--- src/rtl/sevseg_display_ndigit.sv ---
// sevseg_display_ndigit
//   Multiplexed N-digit seven-segment driver. A binary value is accepted
//   through a load handshake, converted to BCD by a sequential
//   shift-add-3 engine (one bit per cycle), and scanned out over a shared
//   active-low segment bus with leading-zero blanking, per-digit decimal
//   points, blinking and overflow dashes.
//
// Ports
//   clk       system clock
//   reset     synchronous, active-high reset
//   value     unsigned binary value to display
//   load      convert and display `value` (ignored while busy)
//   busy      conversion in progress
//   ovf       last completed conversion exceeded 10^DIGITS-1
//   blank_lz  enable leading-zero blanking
//   blink     enable display blinking
//   dp_in     per-digit decimal point, active high
//   seg       segments {g,f,e,d,c,b,a}, active low
//   dp        decimal point, active low
//   an        digit enables, active low (bit 0 = rightmost digit)
module sevseg_display_ndigit #(
  parameter int DIGITS  = 4,
  parameter int VAL_W   = 14,
  parameter int DIV_W   = 18,
  parameter int BLINK_W = 26
) (
  input  logic              clk,
  input  logic              reset,
  input  logic [VAL_W-1:0]  value,
  input  logic              load,
  output logic              busy,
  output logic              ovf,
  input  logic              blank_lz,
  input  logic              blink,
  input  logic [DIGITS-1:0] dp_in,
  output logic [6:0]        seg,
  output logic              dp,
  output logic [DIGITS-1:0] an
);

  localparam int BCD_W = DIGITS * 4;
  localparam int IDX_W = (DIGITS > 1) ? $clog2(DIGITS) : 1;
  localparam int CNT_W = $clog2(VAL_W + 1);

  function automatic longint unsigned pow10(input int n);
    longint unsigned r = 1;
    for (int i = 0; i < n; i++) r = r * 10;
    return r;
  endfunction

  // Smallest value that no longer fits in DIGITS decimal digits.
  localparam longint unsigned OVF_LIMIT = pow10(DIGITS);

  // Double-dabble correction: any nibble >= 5 would carry past 9 after
  // the next left shift, so pre-add 3 to make it carry into the next digit.
  function automatic logic [BCD_W-1:0] add3(input logic [BCD_W-1:0] b);
    logic [BCD_W-1:0] r;
    r = b;
    for (int i = 0; i < DIGITS; i++)
      if (b[i*4 +: 4] >= 4'd5) r[i*4 +: 4] = b[i*4 +: 4] + 4'd3;
    return r;
  endfunction

  logic [VAL_W-1:0]     shift_val;
  logic [BCD_W-1:0]     bcd_work;
  logic [CNT_W-1:0]     iter_cnt;
  logic                 ovf_pend;
  logic [BCD_W-1:0]     disp;
  logic [DIV_W-1:0]     prescaler;
  logic [IDX_W-1:0]     idx;
  logic [BLINK_W-1:0]   blink_cnt;

  logic [BCD_W-1:0]     bcd_adj;
  logic [BCD_W-1:0]     bcd_next;
  logic [3:0]           cur_nib;
  logic                 blank_now;
  logic                 blink_off;
  logic [6:0]           seg_dec;

  // NOTE: every signal assigned in this block gets a default first, so no
  // path leaves it unassigned and no latch is inferred.
  always_comb begin
    bcd_adj   = add3(bcd_work);
    bcd_next  = {bcd_adj[BCD_W-2:0], shift_val[VAL_W-1]};
    cur_nib   = disp[idx*4 +: 4];
    // Digit idx is a leading zero when it and every digit above it are 0.
    blank_now = blank_lz && !ovf && (idx != '0) &&
                ((disp >> {idx, 2'b00}) == '0);
    blink_off = blink && blink_cnt[BLINK_W-1];
    seg_dec   = 7'b0111111;
    case (cur_nib)
      4'd0: seg_dec = 7'b1000000;
      4'd1: seg_dec = 7'b1111001;
      4'd2: seg_dec = 7'b0100100;
      4'd3: seg_dec = 7'b0110000;
      4'd4: seg_dec = 7'b0011001;
      4'd5: seg_dec = 7'b0010010;
      4'd6: seg_dec = 7'b0000010;
      4'd7: seg_dec = 7'b1111000;
      4'd8: seg_dec = 7'b0000000;
      4'd9: seg_dec = 7'b0010000;
      default: seg_dec = 7'b0111111;
    endcase
  end

  // NOTE: sequential state uses non-blocking assignments so every register
  // samples the pre-edge values, independent of statement order.
  always_ff @(posedge clk) begin
    if (reset) begin
      // NOTE: the display register is a handful of flops, not a memory, so
      // it is reset together with the rest of the state.
      shift_val <= '0;
      bcd_work  <= '0;
      iter_cnt  <= '0;
      ovf_pend  <= 1'b0;
      busy      <= 1'b0;
      ovf       <= 1'b0;
      disp      <= '0;
      prescaler <= '0;
      idx       <= '0;
      blink_cnt <= '0;
      an        <= '1;
      seg       <= 7'h7F;
      dp        <= 1'b1;
    end else begin
      // Conversion engine.
      if (busy) begin
        shift_val <= shift_val << 1;
        bcd_work  <= bcd_next;
        iter_cnt  <= iter_cnt + CNT_W'(1);
        if (iter_cnt == CNT_W'(VAL_W - 1)) begin
          disp <= ovf_pend ? '1 : bcd_next;
          ovf  <= ovf_pend;
          busy <= 1'b0;
        end
      end else if (load) begin
        shift_val <= value;
        bcd_work  <= '0;
        iter_cnt  <= '0;
        ovf_pend  <= (64'(value) >= OVF_LIMIT);
        busy      <= 1'b1;
      end

      // Scan timing.
      prescaler <= prescaler + DIV_W'(1);
      blink_cnt <= blink_cnt + BLINK_W'(1);
      if (&prescaler)
        idx <= (idx == IDX_W'(DIGITS - 1)) ? '0 : idx + IDX_W'(1);

      // Registered output stage.
      an  <= blink_off ? '1 : ~(DIGITS'(1) << idx);
      dp  <= blink_off ? 1'b1 : ~dp_in[idx];
      seg <= blank_now ? 7'h7F : seg_dec;
    end
  end

endmodule

--- config.mk ---
export PLATFORM = sky130hd
export DESIGN_NAME = sevseg_display_ndigit
export DESIGN_NICKNAME = d
export VERILOG_FILES = /design/src/rtl/sevseg_display_ndigit.sv
export SDC_FILE = /design/constraint.sdc
export NUM_CORES = 1
export LEC_CHECK = 0
export ABC_AREA = 1
export BUFFER_PORTS_ARGS = -buffer_cell sky130_fd_sc_hd__buf_2
export CORE_ASPECT_RATIO = 1.4
export CORE_MARGIN = 2
export CORE_UTILIZATION = 51
export DETAILED_ROUTE_END_ITERATION = 16
export GPL_TIMING_DRIVEN = 1
export PLACE_DENSITY_LB_ADDON = 0.08
export SKIP_LAST_GASP = 1
export SLEW_MARGIN = 20
export SYNTH_ARGS = -nofsm -noshare
export SYNTH_HDL_FRONTEND = slang
export SYNTH_SLANG_ARGS = --single-unit
export TNS_END_PERCENT = 10
--- constraint.sdc ---
create_clock -name clk -period 1.83 [get_ports clk]
set_input_delay 0.366 -clock clk [delete_from_list [all_inputs] [get_ports clk]]
set_output_delay 0.366 -clock clk [all_outputs]
set_load 0.05 [all_outputs]
* Word-level counts from Yosys, hierarchy flattened
Memory sizes are Yosys's and may differ from the RTL's. A register that Yosys moved wholly into a read port is not among the register bits.
Cells that the tools add are included.
W data, S select, Z words.
** Word-level totals
- Memory bits (read-only) :: 112
- Register bits :: 104
- Output and inout port bits :: 14
- Bits of input ports :: 23
- Memories kept :: 1
- Word-level logic and storage cells :: 67
** Cells by class
- Muxes and demuxes :: 17
- Shift operators :: 3
- Order comparisons :: 6
- Bitwise gates (word level) :: 3
- Add/subtract/negate cells :: 8
- Reductions and logical operators :: 14
- Equality and inequality tests :: 2
** Memories
- (name not given) :: words 16, bits a word 7, rd ports 1, clocked after Yosys merged registers in 1, write ports 0, line 91 : case (cur_nib)
** Operators with widths (count)
- $mux W16 :: 3
- $mux W14 :: 2
- $add A26 B1 Y26 const B :: 1
- $mux W4 :: 5
- $add A18 B1 Y18 const B :: 1
- $reduce_and A18 Y1 :: 1
- $ge A4 B3 Y1 const B :: 4
- $logic_not A16 Y1 :: 1
- $shiftx A16 B5 Y4 :: 1
- $shr A16 B4 Y16 :: 1
- $ge A14 B14 Y1 const B :: 1
- $add A4 B2 Y4 const B :: 3
- $reduce_or A2 Y1 :: 3
- $add A4 B1 Y4 const B :: 1
- $eq A4 B4 Y1 const B :: 1
- $logic_and A1 B1 Y1 :: 4
- $mux W1 :: 4
- $not A4 Y4 :: 1
- $reduce_and A2 Y1 :: 2
- $reduce_bool A2 Y1 :: 2
- $shl A1 B2 Y4 const A :: 1
- $add A3 B2 Y3 const B :: 1
- $lt A2 B3 Y1 const B :: 1
- $mux W3 :: 1
- other kinds (6) :: 7

* Depth between registers and ports, before layout
Gate-level depths: netlist (run 1).
- Depth in word-level cells :: 5
- Gate-level depth with buffers :: 14
- Depth with buffers taken out :: 13

* Least setup slack after synthesis (run 1)
Ideal clock, no wire load.
- Path type :: reg-to-reg
- Start point :: register idx[0]
- End point :: register seg[2]
- Clock period less this slack :: 1.878 ns
- Stages on the path, launching flop included :: 15
- Path buffers :: 1
- Setup time :: 0.062 ns
- Slack :: -0.048 ns
- Arrival :: 1.816 ns
- Required time :: 1.768 ns
- Cell sequence :: dfxtp_1 -> inv_2 -> buf_6 -> nand2_1 -> nand2_1 -> nand2_1 -> nand2_1 -> inv_1 -> ha_1 -> nand2_1 -> nor3_1 -> nand3b_4 -> nor2_4 -> nand2_4 -> nand3b_4
** On the way
- Longest elaborated chain between the ends :: 4
- Elaborated cells between the ends (all ways) :: 7
- Classes of those cells :: shift: 2; reduce/logical: 5
** RTL lines
- start: declaration :: line 70 : logic [IDX_W-1:0] idx;
- start signal: assignment :: line 148 : idx <= (idx == IDX_W'(DIGITS - 1)) ? '0 : idx + IDX_W'(1);
- $shr A16 B4 Y16 / $reduce_bool A2 Y1 (equally long branches) :: line 88, 87
- $logic_not A16 Y1 / $logic_and A1 B1 Y1 (equally long branches) :: line 88, 87
- $logic_and A1 B1 Y1 :: line 87 : blank_now = blank_lz && !ovf && (idx != '0) &&
- $reduce_or A2 Y1 (no line)
- end: declaration :: line 36 : output logic [6:0] seg,
Parallel ways exist; a longest one is shown, timed or not.
A chain may end at the register's enable or synchronous reset.

* Final worst setup path (run 1)
- Start point :: register idx[0]
- End point :: register seg[6]
Same word-level chain as after synthesis.

==> results of run 1 <==
## metal layers
metal  up-vias  global-route usage
li1       2692                   -
met1      2329               0.256
met2        89               0.361
met3        19              0.0246
met4         0              0.0986
met5         -                   0
## synth_stat cells (all sizes together)
master  number  share of area
a211oi       1         0.0013
a21oi       64          0.057
a22oi        2         0.0026
and2         2         0.0022
buf         14          0.014
clkbuf       9         0.0060
clkinv       3         0.0020
dfxtp      111           0.39
ha          21          0.046
inv        103          0.068
mux2i        1         0.0018
nand2      230           0.16
nand3       48          0.051
nand3b      11          0.019
nand4        7          0.010
nor2       113          0.082
nor3        12          0.011
o211ai       7         0.0093
o21a         1         0.0013
o21ai       46          0.041
o21bai       1         0.0013
o221ai       1         0.0015
o22ai        1         0.0011
or2          5         0.0055
or3          1         0.0011
xor2         8          0.012
## stage by stage
| stage | worst slack (ns) | util | cell area (um^2) |
|---|---|---|---|
| 6_report | 0.139 | 0.594 | 6420 |
| 5_1_grt | 0.00764 | 0.594 | 6420 |
| 4_1_cts | 0.0895 | 0.592 | 6400 |
| 3_5_place_dp | 0.109 | 0.561 | 6060 |
| 3_3_place_gp | 0.140 | 0.561 | 6060 |
| 2_1_floorplan | 0.0400 | - | 5670 |
## repair_timing
item,4_1_cts,5_1_grt
gates resized for setup,0,5
endpoints found under the setup margin,0,7
setup buffers,0,1
## layout make-up
type | count | area, um^2
clock inverters | 4 | 77.6
multi-input cells | 583 | 2950
flip-flops and latches | 111 | 2220
clock buffers | 12 | 256
well taps | 141 | 176
repair buffers | 55 | 339
inverters | 106 | 398
fillers | 1068 | 4390
## registers in the layout, summed over array words and instances (netlist names)
register / flops
idx: 2
ovf: 1
an: 4
dp: 1
ovf_pend: 1
disp: 16
seg: 7
busy: 1
bcd_work: 16
prescaler: 18
blink_cnt: 26
iter_cnt: 4
shift_val: 14
## worst max-delay path, delay by kind of cell (launching register included)
family | cells | cell delay [ns]
flip-flops | 1 | 0.34
AND/OR/NAND/NOR | 10 | 0.94
adder cells (fa/ha/maj) | 1 | 0.16
buffers and inverters | 2 | 0.20
## layout by cell type, fill, tap and decap left out, drive strengths merged
cell type	n
nor2	113
o22ai	1
nand3	48
o221ai	1
dfxtp	111
mux2i	1
nand2	230
o211ai	7
buf	55
bufinv	2
xor2	8
o21ai	46
ha	21
inv	103
nor3	12
clkbuf	12
nand4	7
nand3b	11
a21oi	64
a211oi	1
and2	2
o21bai	1
or2	5
or3	1
o21a	1
clkinv	5
a22oi	2
## power by group through the flow
stage	Combinational, W	Clock (W)	Sequential [W]
after floorplan	0.000155	0	0.00258
after global placement	0.000278	0	0.00254
after detailed placement	0.000283	0	0.00254
after CTS	0.000284	0.00221	0.00249
after global routing	0.000317	0.00229	0.00249
final	0.000282	0.00216	0.00249
## kinds of logic after synthesis
logic type      share of synthesized area
flops                               0.392
simple gates                        0.341
fa+ha+maj                          0.0464
mux                               0.00177
compound gates                      0.116
xor+xnor                           0.0124
buf+inv                            0.0901
## worst min path at each step
stage	from	to	depth (start not counted)
3_3_place_gp	prescaler[0]	prescaler[0]	1
4_1_cts	value[1]	shift_val[1]	5
3_5_place_dp	prescaler[0]	prescaler[0]	1
2_1_floorplan	prescaler[0]	prescaler[0]	1
5_1_grt	value[1]	shift_val[1]	5
6_report	value[1]	shift_val[1]	5
==> metrics.cfg, run 1 <==
[critical_path]
rr_startpoint = idx[0]
cp-startpoint = idx[0]
startpoint_type = register
critPathSlowestCell = dfxtp_2
arrival_ns = 1.99
timing.rr.end = seg[6]
critPathMaxStageDelay_ns = 0.34
cp-end-kind = register
critPathMaxFanout = 8
r2r_slack_ns = 0.14
worst-setup-path-type = reg2reg
crit_end = seg[6]
reg2reg_depth = 13
critPathRequiredTime_ns = 2.13
cp_cell_sequence = buf_6 -> nand2_1 -> nand2_1 -> nand2_1 -> nand2_1 -> inv_2 -> ha_2 -> nand2_1 -> nor3_4 -> nand3b_4 -> nor2_4 -> nand2_4 -> nand3_1
path_common_cell = nand2_1

[clocking]
cts_hold_buf = 0
cts.sink_count = 111
clk_root_buffer_cell = clkbuf_16
cts_tree = yes
clock_path_buffers = 2
numCtsBuffers = 9
htreeDepth = 3
clk_pin_slew_ns = 0.07
insertion_delay_ns = 0.35

[yosys]
syn_nets = 867
yosys_warnings = 0
syn-instance-count = 823
netlist_area_mm2 = 0.00567
syn_avg_cell_area_um2 = 6.88
ys_seq_elements = 111
ys_types = 39
ys_seq_area_frac = 0.392

[power_and_ir_drop]
report.power.total_w = 0.00493
switchingPower_w = 0.00109
p_seq_frac = 0.505
swShare = 0.222
power_frac_comb = 0.057
internal_power_w = 0.00383
power_density_mw_per_mm2 = 767
leakage_nw = 2.70
vdd_drop_max_mv = 0.506
clkPwrFrac = 0.438

[finish]
stdcell_count = 1012
fin_nets = 910
synthToLayoutAreaGrowth_pct = 13.3
num_antenna_cells = 0
drive_gt1_frac = 0.132

[timing]
grt_setup_unrepaired = false
min_period_ns = 1.69
setup_viol = 0
max_slew.worst_pin.slew_ns = 0.413
finalHoldViolCount = 0
skew_ns = 0.00787
slew_headroom = 0.723
fin_crit_sh = 0.924
fmax_mhz = 591
finalSetupTns_ns = 0
final-max-slew-violation-count = 0
finalHoldWorstSlack_ns = 0.296

[floorplanning]
ioPinCount = 37
core_mm2 = 0.0108
initial_utilization = 0.524
dieArea_mm2 = 0.0120
rows = 45
die_h_um = 129
die_w_um = 93.1

[route]
vias_per_cell = 5.07
route.met3.wl_um = 381
dr_total_vias = 5129
drcViolationCount = 0
wl_met1_um = 5520
wl_um = 11900
top_layer_used = met4
ant_nets = 0
drt-wirelength-per-cell_um = 11.8
drtIter0Drc = 277
drtPass1Iterations = 7
dr_wl_met2_um = 5760

[global_route]
track_usage = 0.208
overflow = 0
grt_pass1_wl_um = 20400
grt_start_max_net_pins = 34
first_global_vias = 4721
antenna_found_initial = 0

[placed_design]
hpwl_um = 8890
dp_cells = 995
portBuffers = 36
gp_congestion = 0.892

[run]
cap_violations = 0

[status]
status = completed

[hold_path]
min_path_type = in2reg

No activity file was read; power rests on OpenSTA's default activity.
==> inputs of run 2 (changes only) <==
--- a/config.mk
+++ b/config.mk
@@ -13,6 +13,7 @@
 export DETAILED_ROUTE_END_ITERATION = 16
 export GPL_TIMING_DRIVEN = 1
 export PLACE_DENSITY_LB_ADDON = 0.08
+export RECOVER_POWER = 50
 export SKIP_LAST_GASP = 1
 export SLEW_MARGIN = 20
 export SYNTH_ARGS = -nofsm -noshare
==> run 2 against run 1 <==
Net effect:
- via count fell by 0.16%
- first-iteration DRC count up 1.8%
- critical path depth unchanged
- largest power group unchanged
- fmax hardly changed
- sequential share of layout area grew 0.26 points
- worst hold slack improved by 0.00086 ns
==> metrics.cfg, run 2 (synthesis results as in run 1) <==
[hold_path]
min_path_type = in2reg
hold_depth = 5  ; unchanged

[critical_path]
reg2reg_depth = 13  ; unchanged
critPathRequiredTime_ns = 2.12  ; about the same
cp-startpoint = idx[0]
critPathMaxFanout = 8  ; unchanged
rr_startpoint = idx[0]
crit_end = seg[6]
r2r_slack_ns = 0.14  ; about the same
cp-end-kind = register
startpoint_type = register
worst-setup-path-type = reg2reg
timing.rr.end = seg[6]
arrival_ns = 1.99  ; about the same

[route]
vias_per_cell = 5.06  ; -0.16%
drt-wirelength-per-cell_um = 11.8  ; about the same
dr_total_vias = 5121  ; -0.16%
wl_um = 11900  ; about the same
drcViolationCount = 0  ; unchanged
drtPass1Iterations = 4  ; -3
ant_nets = 0  ; unchanged
drtIter0Drc = 282  ; +1.8%

[global_route]
overflow = 0  ; unchanged
first_global_vias = 4721  ; unchanged
grt_start_max_net_pins = 34  ; unchanged
grt_pass1_wl_um = 20400  ; unchanged
track_usage = 0.208  ; unchanged
antenna_found_initial = 0  ; unchanged

[run]
cap_violations = 0  ; unchanged

[clocking]
cts.sink_count = 111  ; unchanged
clk_root_buffer_cell = clkbuf_16
clk_pin_slew_ns = 0.07  ; about the same
numCtsBuffers = 9  ; unchanged
cts_tree = yes
clock_path_buffers = 2  ; unchanged
htreeDepth = 3  ; unchanged
insertion_delay_ns = 0.35  ; about the same
cts_hold_buf = 0  ; unchanged

[finish]
largest_reg_flops = 26  ; unchanged
layout_common_cells = 222 x nand2_1, 110 x dfxtp_1, 106 x nor2_1
fin_util = 0.589  ; -0.00440
num_antenna_cells = 0  ; unchanged
synthToLayoutAreaGrowth_pct = 12.5
stdcell_count = 1012  ; unchanged
top_regs = blink_cnt x26, prescaler x18
drive_gt1_frac = 0.107  ; -0.0253
largest_register = blink_cnt
final_common_cell = nand2_1
fin_nets = 910  ; unchanged
fillers = 1091  ; +2.2%

[timing]
min_period_ns = 1.69  ; +0.000554 ns
max_slew.worst_pin.slew_ns = 1.05  ; +0.632 ns
fin_crit_sh = 0.924  ; about the same
final-max-slew-violation-count = 0  ; unchanged
slew_headroom = 0.303  ; -0.420
finalHoldWorstSlack_ns = 0.296  ; +0.000855 ns
finalSetupTns_ns = 0  ; unchanged
grt_setup_unrepaired = false
finalHoldViolCount = 0  ; unchanged
setup_viol = 0  ; unchanged
fmax_mhz = 591  ; about the same
skew_ns = 0.00793  ; +0.0000609 ns

[power_and_ir_drop]
report.power.total_w = 0.00492  ; -0.20%
power_density_mw_per_mm2 = 772  ; +0.54%
leakage_nw = 2.66  ; -1.4%
vdd_drop_max_mv = 0.502  ; -0.92%

[placed_design]
portBuffers = 36  ; unchanged
hpwl_um = 8890  ; unchanged
dp_cells = 995  ; unchanged
gp_congestion = 0.892  ; unchanged

[floorplanning]
initial_utilization = 0.524  ; unchanged
die_w_um = 93.1  ; unchanged
rows = 45  ; unchanged
dieArea_mm2 = 0.0120  ; unchanged
die_h_um = 129  ; unchanged
ioPinCount = 37  ; unchanged
core_mm2 = 0.0108  ; unchanged

[status]
status = completed

-- run 2: cell types whose count changed in the layout (fill, tap and decap cells not counted), moves of 3 or more --
cell,before,now
buf_2,36,24
buf_4,17,12
clkbuf_1,1,17
nor2_1,103,106
nor2_2,6,3
-- run 2: area by class of cell --
type / instances / area, um^2 / share of cell area
multi-input cells: 583 / 2930 / 0.460
clock inverters: 4 / 77.6 / 0.0122
clock buffers: 12 / 256 / 0.0403
flip-flops and latches: 111 / 2220 / 0.349
inverters: 106 / 398 / 0.0624
repair buffers: 55 / 307 / 0.0481
well taps: 141 / 176 / 0.0277
-- run 2: worst max-delay path, stage by stage, from the launching register on --
cell and delay (ns):
dfxtp_2 0.34, buf_6 0.13, nand2_1 0.05, nand2_1 0.07
nand2_1 0.06, nand2_1 0.07, inv_2 0.07, ha_2 0.16
nand2_1 0.08, nor3_4 0.20, nand3b_4 0.10, nor2_4 0.12
nand2_4 0.10, nand3_1 0.09
-- run 2: layer usage --
layer	global-route usage	routed length, um	vias up
met2	0.361	5750	76
li1	-	-	2691
met4	0.0986	251	0
met5	0	0	-
met1	0.256	5620	2335
met3	0.0246	295	19
-- run 2: where the power goes --
group / switching [W] / internal, W / total, W
Sequential: 0.0000279 / 0.00246 / 0.00249
Combinational: 0.000187 / 0.0000874 / 0.000274
Clock: 0.000875 / 0.00128 / 0.00216
Total: 0.00109 / 0.00383 / 0.00492
-- run 2: per-stage QoR --
step           worst slack, ns  cell area (um^2)
2_1_floorplan           0.0400              5670
3_3_place_gp             0.140              6060
3_5_place_dp             0.109              6060
4_1_cts                 0.0895              6400
5_1_grt                0.00764              6370
6_report                 0.138              6370
-- run 2: how the worst min path moves through the flow --
| stage | startpoint | endpoint | slack, ns |
|---|---|---|---|
| finish | value[1] | shift_val[1] | 0.30 |
| global route | value[1] | shift_val[1] | 0.33 |
| CTS | value[1] | shift_val[1] | 0.29 |
| detailed placement | prescaler[0] | prescaler[0] | 0.45 |
| global placement | prescaler[0] | prescaler[0] | 0.43 |
| floorplan | prescaler[0] | prescaler[0] | 0.42 |
-- run 2: timing repair --
item,CTS,global route
endpoints found under the setup margin,0,7
setup buffers,0,1
gates resized for setup,0,5
